<file path="src/rtl/multicycle_ctrl.sv">
// multicycle_ctrl: Moore main controller for the multi-cycle MIPS datapath.
// Sequences fetch/decode/execute/memory/write-back for addu/subu/or, ori,
// lw, sw, beq and j. All control outputs decode from the state register only;
// op and zero steer the next state and PCEn.
// Optional feature macro: ILLEGAL_TRAP_EN -- when defined, an unlisted opcode
// parks the controller in TRAP (illegal=1) until reset; otherwise it is a
// two-cycle NOP that returns to FETCH.
module multicycle_ctrl (
  input  logic       clk,
  input  logic       reset,
  input  logic [5:0] op,
  input  logic       zero,
  output logic       PCWrite,
  output logic       PCWriteCond,
  output logic       PCEn,
  output logic       IorD,
  output logic       MemWrite,
  output logic       IRWrite,
  output logic       RegDst,
  output logic       MemtoReg,
  output logic       RegWrite,
  output logic       ALUSrcA,
  output logic [1:0] ALUSrcB,
  output logic [2:0] ALUop,
  output logic [1:0] PCSource,
  output logic       ExtOp,
  output logic       instr_done,
  output logic [3:0] state,
  output logic       illegal
);

  localparam logic [5:0] OP_RTYPE = 6'b000000;
  localparam logic [5:0] OP_LW    = 6'b100011;
  localparam logic [5:0] OP_SW    = 6'b101011;
  localparam logic [5:0] OP_BEQ   = 6'b000100;
  localparam logic [5:0] OP_ORI   = 6'b001101;
  localparam logic [5:0] OP_J     = 6'b000010;

  typedef enum logic [3:0] {
    FETCH  = 4'd0,
    DECODE = 4'd1,
    MEMADR = 4'd2,
    MEMRD  = 4'd3,
    MEMWB  = 4'd4,
    MEMWR  = 4'd5,
    EXEC   = 4'd6,
    ALUWB  = 4'd7,
    BRANCH = 4'd8,
    ORIEX  = 4'd9,
    ORIWB  = 4'd10,
    JUMP   = 4'd11,
    TRAP   = 4'd12
  } stateT;

  stateT curState, nextState;

  // Write enables and the done pulse before reset gating.
  logic pcWriteRaw, pcWriteCondRaw, memWriteRaw, irWriteRaw, regWriteRaw, doneRaw;

  // State register: reset always returns to FETCH, abandoning any instruction.
  always_ff @(posedge clk) begin
    if (reset) curState <= FETCH;
    else       curState <= nextState;
  end

  // Next-state logic: opcode dispatch in DECODE, lw/sw split in MEMADR.
  always_comb begin
    nextState = FETCH;
    case (curState)
      FETCH:  nextState = DECODE;
      DECODE: begin
        case (op)
          OP_RTYPE:      nextState = EXEC;
          OP_LW, OP_SW:  nextState = MEMADR;
          OP_BEQ:        nextState = BRANCH;
          OP_ORI:        nextState = ORIEX;
          OP_J:          nextState = JUMP;
`ifdef ILLEGAL_TRAP_EN
          default:       nextState = TRAP;
`else
          default:       nextState = FETCH;
`endif
        endcase
      end
      MEMADR: nextState = (op == OP_LW) ? MEMRD : MEMWR;
      MEMRD:  nextState = MEMWB;
      EXEC:   nextState = ALUWB;
      ORIEX:  nextState = ORIWB;
`ifdef ILLEGAL_TRAP_EN
      TRAP:   nextState = TRAP;
`endif
      default: nextState = FETCH;
    endcase
  end

  // Moore output decode: every control defaults to 0, each state raises its own.
  always_comb begin
    pcWriteRaw     = 1'b0;
    pcWriteCondRaw = 1'b0;
    memWriteRaw    = 1'b0;
    irWriteRaw     = 1'b0;
    regWriteRaw    = 1'b0;
    doneRaw        = 1'b0;
    IorD           = 1'b0;
    RegDst         = 1'b0;
    MemtoReg       = 1'b0;
    ALUSrcA        = 1'b0;
    ALUSrcB        = 2'b00;
    ALUop          = 3'b000;
    PCSource       = 2'b00;
    ExtOp          = 1'b0;
    case (curState)
      FETCH: begin
        irWriteRaw = 1'b1;
        ALUSrcB    = 2'b01;
        pcWriteRaw = 1'b1;
      end
      DECODE: begin
        ALUSrcB = 2'b11;
        ExtOp   = 1'b1;
      end
      MEMADR: begin
        ALUSrcA = 1'b1;
        ALUSrcB = 2'b10;
        ExtOp   = 1'b1;
      end
      MEMRD: begin
        IorD = 1'b1;
      end
      MEMWB: begin
        MemtoReg    = 1'b1;
        regWriteRaw = 1'b1;
        doneRaw     = 1'b1;
      end
      MEMWR: begin
        IorD        = 1'b1;
        memWriteRaw = 1'b1;
        doneRaw     = 1'b1;
      end
      EXEC: begin
        ALUSrcA = 1'b1;
        ALUop   = 3'b111;
      end
      ALUWB: begin
        RegDst      = 1'b1;
        regWriteRaw = 1'b1;
        doneRaw     = 1'b1;
      end
      BRANCH: begin
        ALUSrcA        = 1'b1;
        ALUop          = 3'b001;
        PCSource       = 2'b01;
        pcWriteCondRaw = 1'b1;
        doneRaw        = 1'b1;
      end
      ORIEX: begin
        ALUSrcA = 1'b1;
        ALUSrcB = 2'b10;
        ALUop   = 3'b010;
      end
      ORIWB: begin
        regWriteRaw = 1'b1;
        doneRaw     = 1'b1;
      end
      JUMP: begin
        PCSource   = 2'b10;
        pcWriteRaw = 1'b1;
        doneRaw    = 1'b1;
      end
      default: begin
      end
    endcase
  end

  // Reset suppresses every write so an abandoned instruction cannot commit.
  assign PCWrite     = pcWriteRaw     & ~reset;
  assign PCWriteCond = pcWriteCondRaw & ~reset;
  assign MemWrite    = memWriteRaw    & ~reset;
  assign IRWrite     = irWriteRaw     & ~reset;
  assign RegWrite    = regWriteRaw    & ~reset;
  assign instr_done  = doneRaw        & ~reset;
  assign PCEn        = PCWrite | (PCWriteCond & zero);
  assign state       = curState;

`ifdef ILLEGAL_TRAP_EN
  assign illegal = (curState == TRAP) & ~reset;
`else
  assign illegal = 1'b0;
`endif

endmodule

</file>
<file path="config.mk">
export PLATFORM = sky130hd
export DESIGN_NAME = multicycle_ctrl
export DESIGN_NICKNAME = d
export VERILOG_FILES = /design/src/rtl/multicycle_ctrl.sv
export SDC_FILE = /design/constraint.sdc
export NUM_CORES = 1
export LEC_CHECK = 0
export ABC_AREA = 1
export CAP_MARGIN = 20
export CORE_MARGIN = 3
export CORE_UTILIZATION = 35
export DETAILED_ROUTE_END_ITERATION = 7
export GPL_TIMING_DRIVEN = 0
export PLACE_DENSITY = 0.77
export SYNTH_ARGS = -nofsm -noshare
export SYNTH_HDL_FRONTEND = slang
export SYNTH_SLANG_ARGS = --single-unit
</file>
<file path="constraint.sdc">
create_clock -name clk -period 1.35 [get_ports clk]
set_input_delay 0.2025 -clock clk [delete_from_list [all_inputs] [get_ports clk]]
set_output_delay 0.2025 -clock clk [all_outputs]
set_load 0.02 [all_outputs]
</file>
==> Word level (Yosys, flattened, before mapping) <==
Index checks and enable logic that the tools add are counted.
Widths: inputs -> output; s select.
{ "totals": {"ff_bits": 4, "in_bits": 9, "out_inout_bits": 24, "word_cells": 53} }
{ "classes": {"n_eq_ne": 16, "n_mux": 17, "bitwise_logic": 9, "reduce_logical": 10} }
{ "ops": {"columns": ["op", "n"], "rows": [
  ["$pmux 4 s6", 1],
  ["$pmux 4 s5", 1],
  ["$eq 4x3->1 const B", 4],
  ["$eq 4x4->1 const B", 4],
  ["$eq 6x6->1 const B", 2],
  ["$mux 1", 11],
  ["$reduce_or 2->1", 5],
  ["$pmux 3 s3", 1],
  ["$eq 4x2->1 const B", 2],
  ["$and 1x1->1", 7],
  ["$eq 6x2->1 const B", 1],
  ["$eq 6x3->1 const B", 1],
  ["$eq 6x4->1 const B", 1],
  ["$logic_not 6->1", 1],
  ["$pmux 2 s3", 1],
  ["$reduce_or 6->1", 1],
  ["$eq 4x1->1 const B", 1],
  ["$logic_not 4->1", 1],
  ["$pmux 2 s2", 1],
  ["$reduce_or 4->1", 1],
  ["$mux 3", 1],
  ["$reduce_or 3->1", 1],
  ["$not 1->1", 1],
  ["$or 1x1->1", 1]
]} }

==> Logic depth before layout (Yosys ltp) <==
{ "depth": {"word_depth": 5, "mapped_depth": 9, "ltp_nobuf": 9} }

==> Worst setup path after synthesis <==
Ideal clock, no wire load.
{ "synth_timing": {"path_kind": "reg-to-output", "start": "register curState[1], in the netlist state[1]", "end": "output port RegWrite", "arrival_ps": 1547, "t_required_ps": 1148, "slack_ps": -399, "stages_incl_launch_ff": 6, "n_path_buf": 1, "path_cell_list": "dfxtp_1 -> buf_2 -> nand2_1 -> nor2_1 -> nor2_1 -> a21oi_1"} }
{ "synth_between": {"elab_chain_len": 4, "elab_cells_between_ends": 6, "classes_between": "eq/ne: 3; mux: 1; bitwise: 1; reduce/logical: 1"} }
{ "synth_rtl": {"columns": ["element", "line_no", "text"], "rows": [
  ["start, declared", "55", "stateT curState, nextState;"],
  ["start signal, assigned", "63", "else curState <= nextState;"],
  ["$eq 4x4->1 / $eq 4x3->1 (equally long branches)", "112", "case (curState)"],
  ["$reduce_or 3->1 (no line) *", null, null],
  ["$mux 1 *", "112", null],
  ["$and 1x1->1 *", "180", "assign RegWrite = regWriteRaw & ~reset;"],
  ["end, declared", "21", "output logic RegWrite,"]
]} }
Mark *: on every way between the ends. The rest lies on a longest branch, timed or not.

==> Worst setup path in the final report <==
{ "layout_timing": {"start": "register curState[3], in the netlist state[3]", "end": "output port PCEn"} }
{ "layout_between": {"elab_chain_len": 5, "elab_cells_between_ends": 10, "classes_between": "eq/ne: 2; mux: 2; bitwise: 4; reduce/logical: 2"} }
{ "layout_rtl": {"columns": ["element", "line_no", "text"], "rows": [
  ["$eq 4x4->1 / $logic_not 4->1 (equally long branches)", "112", null],
  ["$reduce_or 2->1 (no line) / $mux 1 (equally long branches)", null, null],
  ["$mux 1 / $and 1x1->1 (equally long branches)", "112, 177", null],
  ["$and 1x1->1, on equally long branches", "176, 182", null],
  ["$or 1x1->1 *", "182", "assign PCEn = PCWrite | (PCWriteCond & zero);"],
  ["end, declared", "15", "output logic PCEn,"]
]} }
Marked as above.

==> metrics.md <==
| Metric | Value |
|---|---|
| Number of synthesized flops with an enable pin | 0 |
| CTS Hold Bufs | 0 |
| Clk_skew | 6.891 ps |
| Top post-synthesis cells by count | nand2_1, nor2_1, inv_1 |
| Fin crit period | 1484 ps |
| TritonCTS Buffers | 3 |
| Syn_nets | 112 |
| FMAX | 673.7 MHz |
| Final hold viol count | 0 |
| TritonCTS clock tree | yes |
| Critical path endpoint category | output port |
| Die height | 44.75 um |
| Layout cell share with drive strength beyond 1 | 47.89% |
| Clk Latency, worst-skew pair | 230 ps |
| Peak VDD IR | 0.4216 mV |
| Critical Path AT | 1280 ps |
| Crit path cell chain | inv_6, nor2_4, inv_2, nor2_4, o21ai_2, nand2_1, buf_6 |
| Run status | complete, but fails checks |
| Share of power burned in registers | 27.5% |
| IO Port Bufs | 30 |
| Final WL | 1740 um |
| Synth Register Bits | 4 |
| Drt via density | 4.809 |
| Slowest CP cell | dfxtp_4 |
| Leading cell type by number of instances after synthesis | nand2_1 |
| Fin crit share | 110.0% |
| Max reg flops | 4 |
| Clk sinks | 4 |
| GRT Util Overall | 18.60% |
| Worst path max stage delay | 380 ps |
| Max transition margin | 65.33% |
| Pins Over Slew Limit | 0 |
| Setup TNS | -752.6 ps |
| I/O Pins | 33 |
| First-pass GRT wire length | 2842 um |
| Critical Path RT | 1150 ps |
| Power per Cell Area | 457.3 nW/um^2 |
| Failing checks | negative setup slack |
| Initial antenna violation count | 0 |
| Core ar. | 1350 um^2 |
| Synth Area per Inst | 5.102 um^2 |
| Critical-path maximum fanout | 5 |
| Hold Crit Class | in -> reg |
| Kind of start point of the critical path | register |
| Async SR Flop Fraction | 0% |
| Drt wl/cell | 11.08 um |
| Pint | 317.6 uW |
| Slew @ Worst Pin | 520.0 ps |
| Cells after Synth | 103 |
| Via count | 755 |
| Die X | 44.75 um |
| Largest net degree at the start of global routing | 10 |
| 1st-iter DRT viols | 12 |
| Leakage Power | 0.0005567 uW |
| RSZ-0062 raised after global routing | yes |
| Setup-failing EPs final | 13 |
| YS warnings | 0 |
| Final Util | 78.59% |
| Post-synthesis sequential area ratio | 15.24% |
| Sw frac | 34.54% |
| Full die area | 2003 um^2 |
| Psw | 167.6 uW |
| Clk buf depth | 2 |
| # H-tree levels | 1 |
| Clock power frac | 32.3% |
| Antenna cells | 0 |
| ANT nets after route | 0 |
| Layout area overhead | 101.9% |
| WHS | 433.7 ps |
| Yosys top cell area share | 17.86% |
| Setup ws final | -134.4 ps |
| Dpl ws | -377.1 ps |
| Setup Crit Path Kind | reg -> out |
| DRT Pass-1 Iters | 4 |
| DP Wirelength | 1301 um |
| Clock root buffer | clkbuf_4 |
| Dominant cell type by area after synthesis | nand2_1 |
| Max_cap viols | 0 |
| Ys flop type | dfxtp_1 |
| Gr ovfl total | 0 |
| Residual DRC | 0 |
| CP dominant cell by count | nor2_4 |
| Largest cells by area after synthesis | nand2_1, nor2_1, dfxtp_1 |
| Synth unique cells | 17 |
| Synthesized area | 525.5 um^2 |
| Row count | 13 |
| Initial core utilization | 38.92% |
| Logic pwr share | 40.2% |
| Vias in the first global route | 661 |
| GP Congestion | 0.8022 |
| Clk slew on worst S/H paths | 40 ps |
| Fin nets | 152 |
==> cells by family after synthesis <==
kind of cell,after synthesis,share of synthesized area [%]
and+or+nand+nor,65,57.62
AOI/OAI and AO/OA,8,7.617
DFF,4,15.24
buffers and inverters,25,18.81
other,1,0.7136
==> power groups by stage <==
stage          sequential [uW]  combinational (uW)  clock, uW
6_report                   134                 195        157
3_5_place_dp               132                 167          0
4_1_cts                    130                 186        164
3_3_place_gp               131                 166          0
2_1_floorplan              135                85.6          0
5_1_grt                    134                 211        171
==> placed cells by master (no fill, tap or decap), types with 4 or more instances in the layout <==
cell,instances
a21oi_1,4
buf_2,4
buf_4,10
buf_6,11
clkdlybuf4s50_1,7
dlygate4sd2_1,4
inv_1,15
nand2_1,16
nand2_2,9
nand3_1,6
nor2_1,16
nor2_4,9
==> path summary, 6_finish.rpt <==
check / slack [ps] / depth (start not counted) / end / start
setup / recovery: -130 / 7 / PCEn / state[3]$_SDFF_PP0_
setup reg to reg: 160 / 8 / state[2]$_SDFF_PP0_ / state[3]$_SDFF_PP0_
hold reg to reg: 730 / 5 / state[0]$_SDFF_PP0_ / state[3]$_SDFF_PP0_
hold / removal: 430 / 2 / state[0]$_SDFF_PP0_ / reset
==> critical path, delay by kind of cell (launching register included) <==
| family | cells | cell delay [ps] |
|---|---|---|
| DFF | 1 | 380 |
| and+or+nand+nor | 3 | 350 |
| buffers and inverters | 3 | 250 |
| AOI/OAI and AO/OA | 1 | 80 |
==> stage by stage <==
| step | total power, uW | instances | cell area [um^2] |
|---|---|---|---|
| 6_report | 485.2 | 157 | 1061 |
| 5_1_grt | 516.7 | 157 | 1061 |
| 4_1_cts | 479.6 | 156 | 983.4 |
| 3_5_place_dp | 298.2 | 148 | 897.1 |
| 3_3_place_gp | 296.9 | 148 | 897.1 |
| 2_1_floorplan | 220.5 | 103 | 578.1 |
==> routing by layer <==
layer  part of all wire (%)  GRT usage (%)  vias to the layer above
met2                     54          33.24                       16
li1                       -              -                      389
met5                      0              0                        -
met1                     42          24.40                      350
met4                      0          5.422                        0
met3                    4.2              0                        0
==> area by class of cell <==
cell class | instances | area [um^2]
multi-input cells | 74 | 480.5
repair buffers | 35 | 316.6
fillers | 100 | 289.0
inverters | 22 | 95.09
flip-flops and latches | 4 | 92.59
plain buffers | 3 | 31.28
clock buffers | 4 | 26.28
well taps | 15 | 18.77
==> what timing repair did <==
item,in CTS,in global routing
pin swaps,9,5
setup endpoints to repair,22,15
gates resized for setup,124,18
buffers inserted,4,1
Power figures use the tool's default switching activity.
